### config.mk
export PLATFORM = sky130hd
export DESIGN_NAME = taglist_loader_flat
export DESIGN_NICKNAME = d
export VERILOG_FILES = /design/src/rtl/taglist_pkg.sv /design/src/rtl/taglist_loader_if.sv /design/src/rtl/tag_byte_assembler.sv /design/src/rtl/taglist_loader.sv /design/src/flat_wrapper.sv
export SDC_FILE = /design/constraint.sdc
export NUM_CORES = 1
export LEC_CHECK = 0
export ABC_AREA = 1
export CAP_MARGIN = 25
export CORE_MARGIN = 10
export CORE_UTILIZATION = 35
export DETAILED_ROUTE_END_ITERATION = 10
export GPL_ROUTABILITY_DRIVEN = 0
export PLACE_DENSITY = 0.68
export REMOVE_ABC_BUFFERS = 1
export SYNTH_ARGS = -nofsm -noshare
export SYNTH_HDL_FRONTEND = slang
export SYNTH_HIERARCHICAL = 1
export SYNTH_SLANG_ARGS = --single-unit
### constraint.sdc
create_clock -name clock_n -period 2.25 [get_ports clock_n]
set_clock_uncertainty 0.1 [all_clocks]
set_input_delay 0.3375 -clock clock_n [delete_from_list [all_inputs] [get_ports clock_n]]
set_output_delay 0.3375 -clock clock_n [all_outputs]
set_load 0.02 [all_outputs]
### src/rtl/taglist_pkg.sv
// Shared tag-entry field map, error codes and loader FSM encoding.
// The sequencer decodes entries with the same field constants.
package taglist_pkg;

  localparam int RSVD_HI   = 31;
  localparam int RSVD_LO   = 28;
  localparam int SEQ_ID_HI = 27;
  localparam int SEQ_ID_LO = 21;
  localparam int START_HI  = 20;
  localparam int START_LO  = 11;
  localparam int END_HI    = 10;
  localparam int END_LO    = 1;
  localparam int LAST_BIT  = 0;

  localparam int SEQ_W = SEQ_ID_HI - SEQ_ID_LO + 1;

  localparam logic [1:0] ERR_NONE     = 2'd0;
  localparam logic [1:0] ERR_RANGE    = 2'd1;
  localparam logic [1:0] ERR_FIELD    = 2'd2;
  localparam logic [1:0] ERR_OVERFLOW = 2'd3;

  typedef enum logic [2:0] {
    ST_IDLE,
    ST_COLLECT,
    ST_CHECK,
    ST_WRITE,
    ST_DONE,
    ST_ERROR
  } state_e;

endpackage

### src/rtl/taglist_loader_if.sv
// Byte-stream input and tag-list RAM write port of the loader.
interface taglist_loader_if #(
  parameter int ADDR_W = 7,
  parameter int DATA_W = 32
);
  logic              frame_start;
  logic              byte_valid;
  logic [7:0]        byte_data;
  logic              byte_ready;
  logic              taglist_wr;
  logic [ADDR_W-1:0] taglist_addr;
  logic [DATA_W-1:0] taglist_data;
  logic [ADDR_W-1:0] entry_count;
  logic              busy;
  logic              list_valid;
  logic [1:0]        load_error;

  modport master (
    output frame_start, byte_valid, byte_data,
    input  byte_ready, taglist_wr, taglist_addr, taglist_data,
           entry_count, busy, list_valid, load_error
  );

  modport slave (
    input  frame_start, byte_valid, byte_data,
    output byte_ready, taglist_wr, taglist_addr, taglist_data,
           entry_count, busy, list_valid, load_error
  );
endinterface

### src/rtl/tag_byte_assembler.sv
// Packs four little-endian bytes into one 32-bit tag entry.
// word_valid_o is combinational: it marks the cycle the fourth byte is taken.
module tag_byte_assembler (
  input  logic        clk_i,
  input  logic        rst_n_i,
  input  logic        clear_i,
  input  logic        byte_en_i,
  input  logic [7:0]  byte_i,
  output logic [31:0] word_o,
  output logic        word_valid_o
);

  logic [1:0]  cnt_q, cnt_d;
  logic [31:0] word_q, word_d;

  always_comb begin
    cnt_d  = cnt_q;
    word_d = word_q;
    if (clear_i) begin
      cnt_d  = 2'd0;
      word_d = '0;
    end else if (byte_en_i) begin
      word_d[{cnt_q, 3'b000} +: 8] = byte_i;
      cnt_d = cnt_q + 2'd1;
    end
  end

  always_ff @(posedge clk_i or negedge rst_n_i) begin
    if (!rst_n_i) begin
      cnt_q  <= 2'd0;
      word_q <= '0;
    end else begin
      cnt_q  <= cnt_d;
      word_q <= word_d;
    end
  end

  assign word_o       = word_q;
  assign word_valid_o = byte_en_i && (cnt_q == 2'd3);

endmodule

### src/rtl/taglist_loader.sv
// Assembles, validates and writes tag entries into the tag-list RAM;
// list_valid releases the sequencer once a last-flagged list is stored.
module taglist_loader
  import taglist_pkg::*;
#(
  parameter int ADDR_W      = 7,
  parameter int DATA_W      = 32,
  parameter int ROM_ADDR_W  = 10,
  parameter int MAX_ENTRIES = 128
) (
  input  logic             clock_n,
  input  logic             reset_n,
  taglist_loader_if.slave  bus
);

  localparam logic [ADDR_W-1:0] MAX_IDX = ADDR_W'(MAX_ENTRIES - 1);

  state_e            state_q, state_d;
  logic [ADDR_W-1:0] index_q, index_d;
  logic [ADDR_W-1:0] count_q, count_d;
  logic [1:0]        err_q, err_d;

  logic [DATA_W-1:0]     word;
  logic                  word_valid;
  logic                  accept;
  logic                  wr;
  logic                  field_bad;
  logic                  range_bad;
  logic [SEQ_W-1:0]      seq_exp;
  logic [ROM_ADDR_W-1:0] start_f, end_f;

  assign accept = (state_q == ST_COLLECT) && !bus.frame_start && bus.byte_valid;

  tag_byte_assembler u_asm (
    .clk_i        (clock_n),
    .rst_n_i      (reset_n),
    .clear_i      (bus.frame_start),
    .byte_en_i    (accept),
    .byte_i       (bus.byte_data),
    .word_o       (word),
    .word_valid_o (word_valid)
  );

  // Seq ids are 7 bits wide, so the 128th entry of a full list carries id 0.
  assign seq_exp   = SEQ_W'(index_q) + SEQ_W'(1);
  assign start_f   = word[START_HI:START_LO];
  assign end_f     = word[END_HI:END_LO];
  assign field_bad = (|word[RSVD_HI:RSVD_LO]) || word[START_HI]
                     || (word[SEQ_ID_HI:SEQ_ID_LO] != seq_exp);
  assign range_bad = start_f > end_f;

  always_comb begin
    state_d = state_q;
    index_d = index_q;
    count_d = count_q;
    err_d   = err_q;
    wr      = 1'b0;
    if (bus.frame_start) begin
      state_d = ST_COLLECT;
      index_d = '0;
      count_d = '0;
      err_d   = ERR_NONE;
    end else begin
      case (state_q)
        ST_IDLE: ;
        ST_COLLECT: if (word_valid) state_d = ST_CHECK;
        ST_CHECK: begin
          if (field_bad) begin
            state_d = ST_ERROR;
            err_d   = ERR_FIELD;
          end else if (range_bad) begin
            state_d = ST_ERROR;
            err_d   = ERR_RANGE;
          end else begin
            state_d = ST_WRITE;
          end
        end
        ST_WRITE: begin
          wr = 1'b1;
          // A full RAM cannot be counted in ADDR_W bits; overflow is reported by load_error.
          count_d = (index_q == MAX_IDX) ? index_q : index_q + 1'b1;
          if (word[LAST_BIT]) begin
            state_d = ST_DONE;
          end else if (index_q == MAX_IDX) begin
            state_d = ST_ERROR;
            err_d   = ERR_OVERFLOW;
          end else begin
            index_d = index_q + 1'b1;
            state_d = ST_COLLECT;
          end
        end
        ST_DONE, ST_ERROR: ;
        default: state_d = ST_IDLE;
      endcase
    end
  end

  always_ff @(posedge clock_n or negedge reset_n) begin
    if (!reset_n) begin
      state_q <= ST_IDLE;
      index_q <= '0;
      count_q <= '0;
      err_q   <= ERR_NONE;
    end else begin
      state_q <= state_d;
      index_q <= index_d;
      count_q <= count_d;
      err_q   <= err_d;
    end
  end

  assign bus.byte_ready   = (state_q == ST_COLLECT) && !bus.frame_start;
  assign bus.taglist_wr   = wr;
  assign bus.taglist_addr = index_q;
  assign bus.taglist_data = word;
  assign bus.entry_count  = count_q;
  assign bus.busy         = (state_q == ST_COLLECT) || (state_q == ST_CHECK)
                            || (state_q == ST_WRITE);
  assign bus.list_valid   = (state_q == ST_DONE);
  assign bus.load_error   = err_q;

endmodule

### src/flat_wrapper.sv
// flat-port wrapper written by rule: the top's interface ports become plain ports
module taglist_loader_flat import taglist_pkg::*;
#(
  parameter int ADDR_W      = 7,
  parameter int DATA_W      = 32,
  parameter int ROM_ADDR_W  = 10,
  parameter int MAX_ENTRIES = 128
)
  (clock_n, reset_n, bus_frame_start, bus_byte_valid, bus_byte_data, bus_byte_ready, bus_taglist_wr, bus_taglist_addr, bus_taglist_data, bus_entry_count, bus_busy, bus_list_valid, bus_load_error);
  taglist_loader_if #(.ADDR_W(ADDR_W), .DATA_W(DATA_W)) bus_i ();
  input  logic clock_n;
  input  logic reset_n;
  input wire logic [$bits(bus_i.frame_start)-1:0] bus_frame_start;
  input wire logic [$bits(bus_i.byte_valid)-1:0] bus_byte_valid;
  input wire logic [$bits(bus_i.byte_data)-1:0] bus_byte_data;
  output wire logic [$bits(bus_i.byte_ready)-1:0] bus_byte_ready;
  output wire logic [$bits(bus_i.taglist_wr)-1:0] bus_taglist_wr;
  output wire logic [$bits(bus_i.taglist_addr)-1:0] bus_taglist_addr;
  output wire logic [$bits(bus_i.taglist_data)-1:0] bus_taglist_data;
  output wire logic [$bits(bus_i.entry_count)-1:0] bus_entry_count;
  output wire logic [$bits(bus_i.busy)-1:0] bus_busy;
  output wire logic [$bits(bus_i.list_valid)-1:0] bus_list_valid;
  output wire logic [$bits(bus_i.load_error)-1:0] bus_load_error;
  assign bus_i.frame_start = bus_frame_start;
  assign bus_i.byte_valid = bus_byte_valid;
  assign bus_i.byte_data = bus_byte_data;
  assign bus_byte_ready = bus_i.byte_ready;
  assign bus_taglist_wr = bus_i.taglist_wr;
  assign bus_taglist_addr = bus_i.taglist_addr;
  assign bus_taglist_data = bus_i.taglist_data;
  assign bus_entry_count = bus_i.entry_count;
  assign bus_busy = bus_i.busy;
  assign bus_list_valid = bus_i.list_valid;
  assign bus_load_error = bus_i.load_error;
  taglist_loader #(.ADDR_W(ADDR_W), .DATA_W(DATA_W), .ROM_ADDR_W(ROM_ADDR_W), .MAX_ENTRIES(MAX_ENTRIES)) u_core (.clock_n(clock_n), .reset_n(reset_n), .bus(bus_i));
endmodule
==> results list, run 1 <==
- CTS saw 53 sinks.
- After detailed routing, the number of remaining DRC violations is 0.
- End of the worst register-to-register path: u_core/state_q[2]
* Startpoint of the most critical register-to-register path: u_core/bus.taglist_addr[1]
- Met1 track demand over resource in global routing: 0.160
- Fraction of the yosys area taken by sequential cells: 0.423
* Timing startpoint of the critical path: u_core/state_q[0]
- The detailed router finished its first iteration with 214 violations.
* Count of state elements after synthesis: 53
- Final number of max-transition violations: 0
- Largest net degree at the start of global routing: 33
- Total routing resource utilization after global routing: 0.133
* Tightest Pin Transition: 533 ps
- Area contributors post-synth: sky130_fd_sc_hd__dfrtp_1, sky130_fd_sc_hd__nand2_1, sky130_fd_sc_hd__ha_1
- Static timing analysis puts the maximum clock frequency at 468 MHz.
- After detailed routing, the total wire length is 8.65 mm.
- Number of max-cap violations: 0
- Share of flip-flops with an asynchronous set or reset: 1.00
- Number of failing hold endpoints at the final stage: 0
* Dominant synthesized flop cell: sky130_fd_sc_hd__dfrtp_1
* Fin worst setup slack: 113 ps
* Hold crit path type: reg -> reg
- CP endpoint kind: primary output
* CTS H-Tree Depth: 2
- Number of setup violations in the final report: 0
* Mapped Cells: 421
* Total area of multi-input combinational cells: 1570 µm²
* Flop2flop setup slack: 220 ps
- Area fraction of the dominant cell type after synthesis: 0.423
- Peak supply drop: 0.330 mV
* Setup repair after global routing missed its margin: no
* Number of nets in the layout: 524
- In this run the core area contains 34 standard-cell rows.
- Total die area: 13,100 µm²
* Cts bufs inserted: 5
* Most used standard cells in the synthesized netlist: sky130_fd_sc_hd__nand2_1, sky130_fd_sc_hd__dfrtp_1, sky130_fd_sc_hd__inv_1
- Post-route total power: 0.00233 W
* Capturing element of the worst setup path: bus_busy
- 64 I/O pins were placed.
- Sequential standard cell area: 1330 µm²
* Effective utilization at floorplan: 0.360
* First-pass DRT Iterations: 4
- The core region is 8720 µm².
- Once detailed placement completed, the half-perimeter wirelength came to 7.00 mm.
* Wire length of the first global-routing pass: 14.4 mm
- sky130_fd_sc_hd__dfrtp_1 takes more of the synthesized area than any other cell.
* Distinct cell type count after synthesis: 32
- For met2 alone, demand over resource in global routing was 0.219.
- The clock passes through at most 2 buffers.
- Share of the core filled with cells: 0.467
- Result of the run: finished clean
- Yosys synthesis warning count: 6
* Die Y-Extent: 115 µm
- Clock-pin slew was measured on the worst setup and hold paths at 100 ps.
- Counting flops with a built-in enable in the synthesized netlist gives 0.
- Number of fill cells in the layout: 859
* Via count: 2,954
* Clk_lat worst skew: 310 ps
- Share of layout cells above drive strength 1: 0.0905
- Cell count after placement: 596
- Dividing total power by cell area gives a power density of 572 nW/µm².
* Endpoint arrival time on the critical path: 1700 ps
- Leakage component of the power: 2.06 nW
- TritonCTS built the clock tree.
- R2r worst-path depth: 14
- The worst setup path is launched from a register.
- In this run the horizontal extent of the chip is 115 µm.
* Worst relative slew slack: 0.645
* Pre-CTS setup slack: 77.6 ps
* Average size of a mapped cell: 7.45 µm²
* Root buffer cell: sky130_fd_sc_hd__clkbuf_8
* Peak-usage layer in the global routing report: met2
- Data on the critical path is required at its endpoint by 1810 ps.
- The finished layout holds 605 standard cells, fillers aside.
- Vias per cell: 4.88
- Relative to the synthesized area, the layout overhead comes to 29.8%.
* Remaining antenna violation count: 0
- Input and output buffers added on the ports amount to 63.
- Average detailed-routed wire length per instance: 14.3 µm
- The most common cell in the synthesized netlist is sky130_fd_sc_hd__nand2_1.
- After routing, the total negative slack on setup checks comes to 0 ps.
- Met3 Resource Use GR: 0.0451
- Aggregate global routing overflow: 0
* Post-Synthesis Cell Area: 3140 µm²
- Via count of the first global-routing pass: 2,983
- Antenna diodes: 0
* Share of the cycle needed by the critical path after routing: 0.950
- WS Path Type: reg -> out
- The number of antenna violations at the first check in global routing is 0.
- Post-route minimum period: 2140 ps
- Along the worst path, the maximum fanout reaches 4.
## cells in the final DEF (no fill, tap or decap), types with 5 or more instances in the layout
cell	instances
sky130_fd_sc_hd__nand4_1	5
sky130_fd_sc_hd__inv_1	47
sky130_fd_sc_hd__a21oi_1	9
sky130_fd_sc_hd__ha_1	16
sky130_fd_sc_hd__nand2_1	170
sky130_fd_sc_hd__nor2_1	35
sky130_fd_sc_hd__nand3_1	21
sky130_fd_sc_hd__o21ai_0	16
sky130_fd_sc_hd__nand3b_1	7
sky130_fd_sc_hd__dfrtp_1	53
sky130_fd_sc_hd__clkdlybuf4s50_1	60
sky130_fd_sc_hd__nor2_4	6
sky130_fd_sc_hd__buf_4	8
sky130_fd_sc_hd__clkbuf_8	5
## what timing repair did
| action | CTS | global route |
|---|---|---|
| resized for setup | 2 | 2 |
| setup buffers | 0 | 0 |
| hold buffers | 1 | 0 |
| endpoints found under the hold margin | 21 | 0 |
| setup endpoints to repair | 2 | 1 |
## where the power goes
| group | switching, W | internal, W | leakage (nW) |
|---|---|---|---|
| clock | 0.000324 | 0.000442 | 0.0681 |
| sequential | 0.0000445 | 0.000996 | 0.728 |
| combinational | 0.000326 | 0.000197 | 1.27 |
## metal layers
metal	part of all wire	wire length [µm]
met1	0.42	3630
met2	0.47	4080
met3	0.091	790
met4	0.016	142
met5	0	0
## cell families (layout without fill, tap and decap cells)
logic type | after synthesis | in the layout | share of synthesized area
AOI/OAI and AO/OA | 36 | 36 | 0.0654
xor gates and xnor gates | 1 | 1 | 0.00279
adders and majority gates | 16 | 16 | 0.0638
buffers and inverters | 57 | 133 | 0.0766
DFF | 53 | 53 | 0.423
and+or+nand+nor | 258 | 258 | 0.368
## critical path, stage by stage, from the launching register on
cell,delay [ps]
sky130_fd_sc_hd__dfrtp_1,410
sky130_fd_sc_hd__inv_1,90
sky130_fd_sc_hd__nor2_1,130
sky130_fd_sc_hd__inv_1,70
sky130_fd_sc_hd__nand2_1,80
sky130_fd_sc_hd__clkdlybuf4s50_1,610
## state kept, by name, indices dropped and copies added (netlist names)
name and cells:
u_core/u_asm/word_o 32, u_core/bus.entry_count 7, u_core/bus.taglist_addr 7, u_core/state_q 3
u_core/bus.load_error 2, u_core/u_asm/cnt_q 2
## per-stage QoR
stage | area [µm²] | hold WS [ps]
2_1_floorplan | 3090 | -58.1
3_3_place_gp | 3930 | 238
3_5_place_dp | 3930 | 245
4_1_cts | 4080 | 403
5_1_grt | 4070 | 419
6_report | 4070 | 395
## layout make-up
class,instances,share of cell area
multi-input combinational,311,0.385
sequential,53,0.326
timing repair buffer,73,0.174
inverter,52,0.0486
tap,108,0.0332
clock buffer,5,0.0169
clock inverter,3,0.0160
## worst min path at each step
stage / start / to / slack (ps) / depth (start not counted)
6_report: u_core/bus.entry_count[4] / u_core/bus.entry_count[4] / 390 / 2
5_1_grt: u_core/bus.load_error[1] / u_core/bus.load_error[1] / 420 / 2
4_1_cts: u_core/bus.load_error[0] / u_core/bus.load_error[0] / 400 / 2
3_5_place_dp: reset_n / u_core/bus.entry_count[1] / 250 / 1
3_3_place_gp: reset_n / u_core/bus.entry_count[1] / 240 / 1
2_1_floorplan: reset_n / u_core/bus.entry_count[0] / -60 / 0
Note: power is estimated with default switching activity, not from simulation.
==> run 2: changes to the inputs <==
--- a/config.mk
+++ b/config.mk
@@ -8,12 +8,11 @@
 export ABC_AREA = 1
 export CAP_MARGIN = 25
 export CORE_MARGIN = 10
-export CORE_UTILIZATION = 35
+export CORE_UTILIZATION = 51
 export DETAILED_ROUTE_END_ITERATION = 10
 export GPL_ROUTABILITY_DRIVEN = 0
-export PLACE_DENSITY = 0.68
+export PLACE_DENSITY = 0.9
 export REMOVE_ABC_BUFFERS = 1
 export SYNTH_ARGS = -nofsm -noshare
 export SYNTH_HDL_FRONTEND = slang
-export SYNTH_HIERARCHICAL = 1
 export SYNTH_SLANG_ARGS = --single-unit
==> run 2 against run 1 <==
Final cell count fell by 13%. Die area fell by 28%. Flip-flop and latch count did not move. Sequential share of layout area rose by 1.5 points. Critical path type unchanged. Highest routed layer unchanged.
==> results list, run 2 <==
* Result of the run: finished clean
- WS Path Type: reg -> out
- During synthesis, Yosys emitted a total of 0 warnings.
- Average size of a mapped cell: 7.96 µm²
* Highest clock rate: 472 MHz
* Wire length of the first global-routing pass: 14.7 mm
- Critical Path Source Type: register
* Distinct cell type count after synthesis: 32
- Core area: 5640 µm²
- Library cell with the highest instance count after synthesis: sky130_fd_sc_hd__nand2_1
- The top cell types in the final layout, fill and taps aside, are sky130_fd_sc_hd__nand2_1, sky130_fd_sc_hd__clkdlybuf4s50_1, sky130_fd_sc_hd__inv_1.
- For met1 alone, demand over resource in global routing was 0.220.
- Data on the critical path arrives at its endpoint at 1680 ps.
* Pre-CTS setup slack: 52.8 ps
- Adding up every negative setup slack in the final design gives 0 ps.
- The finished layout holds 527 standard cells, fillers aside.
- The initial utilization of the core area, before any placement, comes to 0.536.
* Clock tree from TritonCTS: built
- Setup repair after global routing could not meet its margin everywhere.
* Max FFs per register: 32
- For the finished layout, the period the worst path requires is 2120 ps.
* Die Y-Extent: 97.0 µm
- The initialized floorplan defines 27 standard-cell rows.
- Pwr dens: 629 nW/µm²
- Placed cell area: 3790 µm²
- The cell sitting at the root of the clock tree is a sky130_fd_sc_hd__clkbuf_8.
* Cell area after layout: 3890 µm²
- Post-Synthesis Cell Area: 3030 µm²
- Fraction of the yosys area taken by sequential cells: 0.438
- Net switching power: 0.000848 W
- Average detailed-routed wire length per instance: 16.5 µm
* Chain of cells forming the critical path: inv_1 -> nor2_1 -> inv_1 -> nand2_1 -> clkdlybuf4s50_1
- Number of failing hold endpoints at the final stage: 0
* Slowest-stage cell, CP: sky130_fd_sc_hd__clkdlybuf4s50_1
- In this run, synthesis inferred 0 flip-flops with an integrated enable.
- Via count: 2,977
- After clock tree synthesis, the clock-pin slew on the worst setup and hold paths is 100 ps.
* Most common cell after layout, fill and taps aside: sky130_fd_sc_hd__nand2_1
- The internal portion of the total power is 0.00160 W.
* Clock network power share: 0.260
- Once routing completed, OpenROAD measured the worst setup slack at 130 ps.
- In the routed layout, each cell is associated on average with a via count of 5.65.
- Dominant synthesized flop cell: sky130_fd_sc_hd__dfrtp_1
* Total routing resource utilization after global routing: 0.181
- Counting every sink on the clock net gives 53.
- In this run the number of H-tree levels came out at 2.
* Share of layout cells above drive strength 1: 0.110
- Headroom to the max-slew limit came out at 0.549.
- The share of synthesized area in the top cell type comes to 0.438.
* Flop2flop setup slack: 170 ps
- The number of antenna diodes in the final layout is 0.
- Cts bufs inserted: 5
- For this run the aggregate overflow at the end of global routing stands at 0.
* Final number of max-transition violations: 0
* Met2 Use GR: 0.303
- The share of total power dissipated in sequential elements is 0.438.
- First-pass DRT Iterations: 5
* HPWL after detailed placement: 6.70 mm
- Mapped Cells: 380
* Number of max-cap violations: 0
- Measured in cells, the most critical reg-to-reg path has a length of 14.
- Startpoint of the most critical register-to-register path: u_core.bus.taglist_addr[1]
- The share of total power dissipated in combinational logic is 0.302.
- IR analysis of the VDD net gives a maximum drop of 0.332 mV.
- Starting DRT DRC Count: 251
- Count of state elements after synthesis: 53
- Entering global routing, the biggest net connects 54 pins.
- In this run the most used layer during global routing was met2.
- On the worst path, the slowest cell contributes a delay of 610 ps.
* Clk_lat worst skew: 310 ps
- Area contributors post-synth: sky130_fd_sc_hd__dfrtp_1, sky130_fd_sc_hd__nand2_1, sky130_fd_sc_hd__inv_1
* Cell count after placement: 520
* Hold crit path type: in -> async
- Area growth syn-to-layout: 28.7%
* Number of antenna violations at the first check in global routing: 0
- Share of flip-flops with an asynchronous set or reset: 1.00
- The final layout contains 483 nets.
* Tightest Pin Transition: 676 ps
- In the global route stage, met3 resource usage came out at 0.0490.
- Number of buffers added on ports: 63
- The clock passes through at most 2 buffers.
- Counting buffers and inverters, the worst setup path is 5 cells deep.
* Via count of the first global-routing pass: 3,019
- DRC violation count after routing: 0
* Leakage component of the power: 1.83 nW
- End of the worst register-to-register path: u_core.bus.load_error[1]
- The synthesized design spends more area on one cell type than any other, namely sky130_fd_sc_hd__dfrtp_1.
- Buffers inserted to repair hold after CTS numbered 0.
- In this design, the largest share of critical-path delay is due to buffers and inverters.
* Switching fraction of total power: 0.346
- CP bufs+invs: 3
* Required time reported for the critical path endpoint: 1810 ps
- The worst setup path is captured at a primary output.
* Remaining antenna violation count: 0
- Total die area: 9410 µm²
- The cell that appears most often on the critical path is sky130_fd_sc_hd__inv_1.
- In this run the horizontal extent of the chip is 97.0 µm.
- Most used standard cells in the synthesized netlist: sky130_fd_sc_hd__nand2_1, sky130_fd_sc_hd__inv_1, sky130_fd_sc_hd__dfrtp_1
* Share of the cycle needed by the critical path after routing: 0.942
- Number of setup violations in the final report: 0
- 64 I/O pins were placed.
* Final Routed Wirelength: 8.72 mm
- Along the worst path, the maximum fanout reaches 4.
-- run 2: cell types whose count changed after synthesis, sizes merged, moves of 4 or more --
| cell | before | now |
|---|---|---|
| nand3 | 23 | 36 |
| nand2 | 176 | 90 |
| o21ai | 17 | 31 |
| o22ai | 4 | 8 |
| inv | 51 | 59 |
| nor3 | 1 | 8 |
| nand3b | 7 | 0 |
-- run 2: power groups by stage --
stage	logic [W]	clock network, W	registers (W)
4_1_cts	0.000733	0.000646	0.00107
6_report	0.000740	0.000636	0.00107
2_1_floorplan	0.000363	0	0.00114
3_3_place_gp	0.000705	0	0.00109
5_1_grt	0.000814	0.000684	0.00108
3_5_place_dp	0.000731	0	0.00109
-- run 2: cells by family (layout without fill, tap and decap cells) --
kind of cell / Yosys count / in the layout / synth area share
flip-flops: 53 / 53 / 0.438
buffers and inverters: 65 / 140 / 0.0844
AND/OR/NAND/NOR: 184 / 184 / 0.282
AO/OA/AOI/OAI: 62 / 62 / 0.129
adder cells (fa/ha/maj): 16 / 16 / 0.0662
-- run 2: how the worst max path moves through the flow --
stage                                    start                       end
floorplan           u_core.bus.taglist_addr[0]  u_core.bus.load_error[1]
global placement               bus_frame_start            bus_byte_ready
detailed placement             bus_frame_start   u_core.u_asm.word_o[28]
CTS                          u_core.state_q[0]            bus_taglist_wr
global route        u_core.bus.taglist_addr[1]  u_core.bus.load_error[1]
finish                       u_core.state_q[1]                  bus_busy
-- run 2: metal layers --
layer | wire (µm) | up-vias | part of all wire
met5 | 0 | - | 0
li1 | - | 1401 | -
met2 | 4230 | 148 | 0.49
met3 | 739 | 22 | 0.085
met1 | 3590 | 1406 | 0.41
met4 | 161 | 0 | 0.018
-- run 2: repair_timing --
| item | 4_1_cts | 5_1_grt |
|---|---|---|
| setup buffers | 0 | 0 |
| gates resized for setup | 2 | 5 |
| pin swaps | 0 | 0 |
| setup endpoints to repair | 2 | 3 |
-- run 2: layout make-up --
class,instances,area (µm²)
fillers,407,1750
well taps,72,90.1
clock buffers,5,68.8
clock inverters,2,35.0
flip-flops and latches,53,1330
multi-input cells,262,1450
repair buffers,74,702
inverters,59,221
-- run 2: per-stage QoR --
stage	utilization	hold WS [ps]	total power, W
finish	0.690	30.2	0.00245
global route	0.690	98.5	0.00258
CTS	0.690	73.6	0.00245
detailed placement	0.672	367	0.00182
global placement	0.672	364	0.00179
floorplan	-	-58.1	0.00150
-- run 2: worst reg2reg max path, delay by kind of cell, from the launching register on --
kind | cells | cell delay [ps]
adders and majority gates | 1 | 290
buffers and inverters | 1 | 60
DFF | 1 | 460
and+or+nand+nor | 12 | 1060
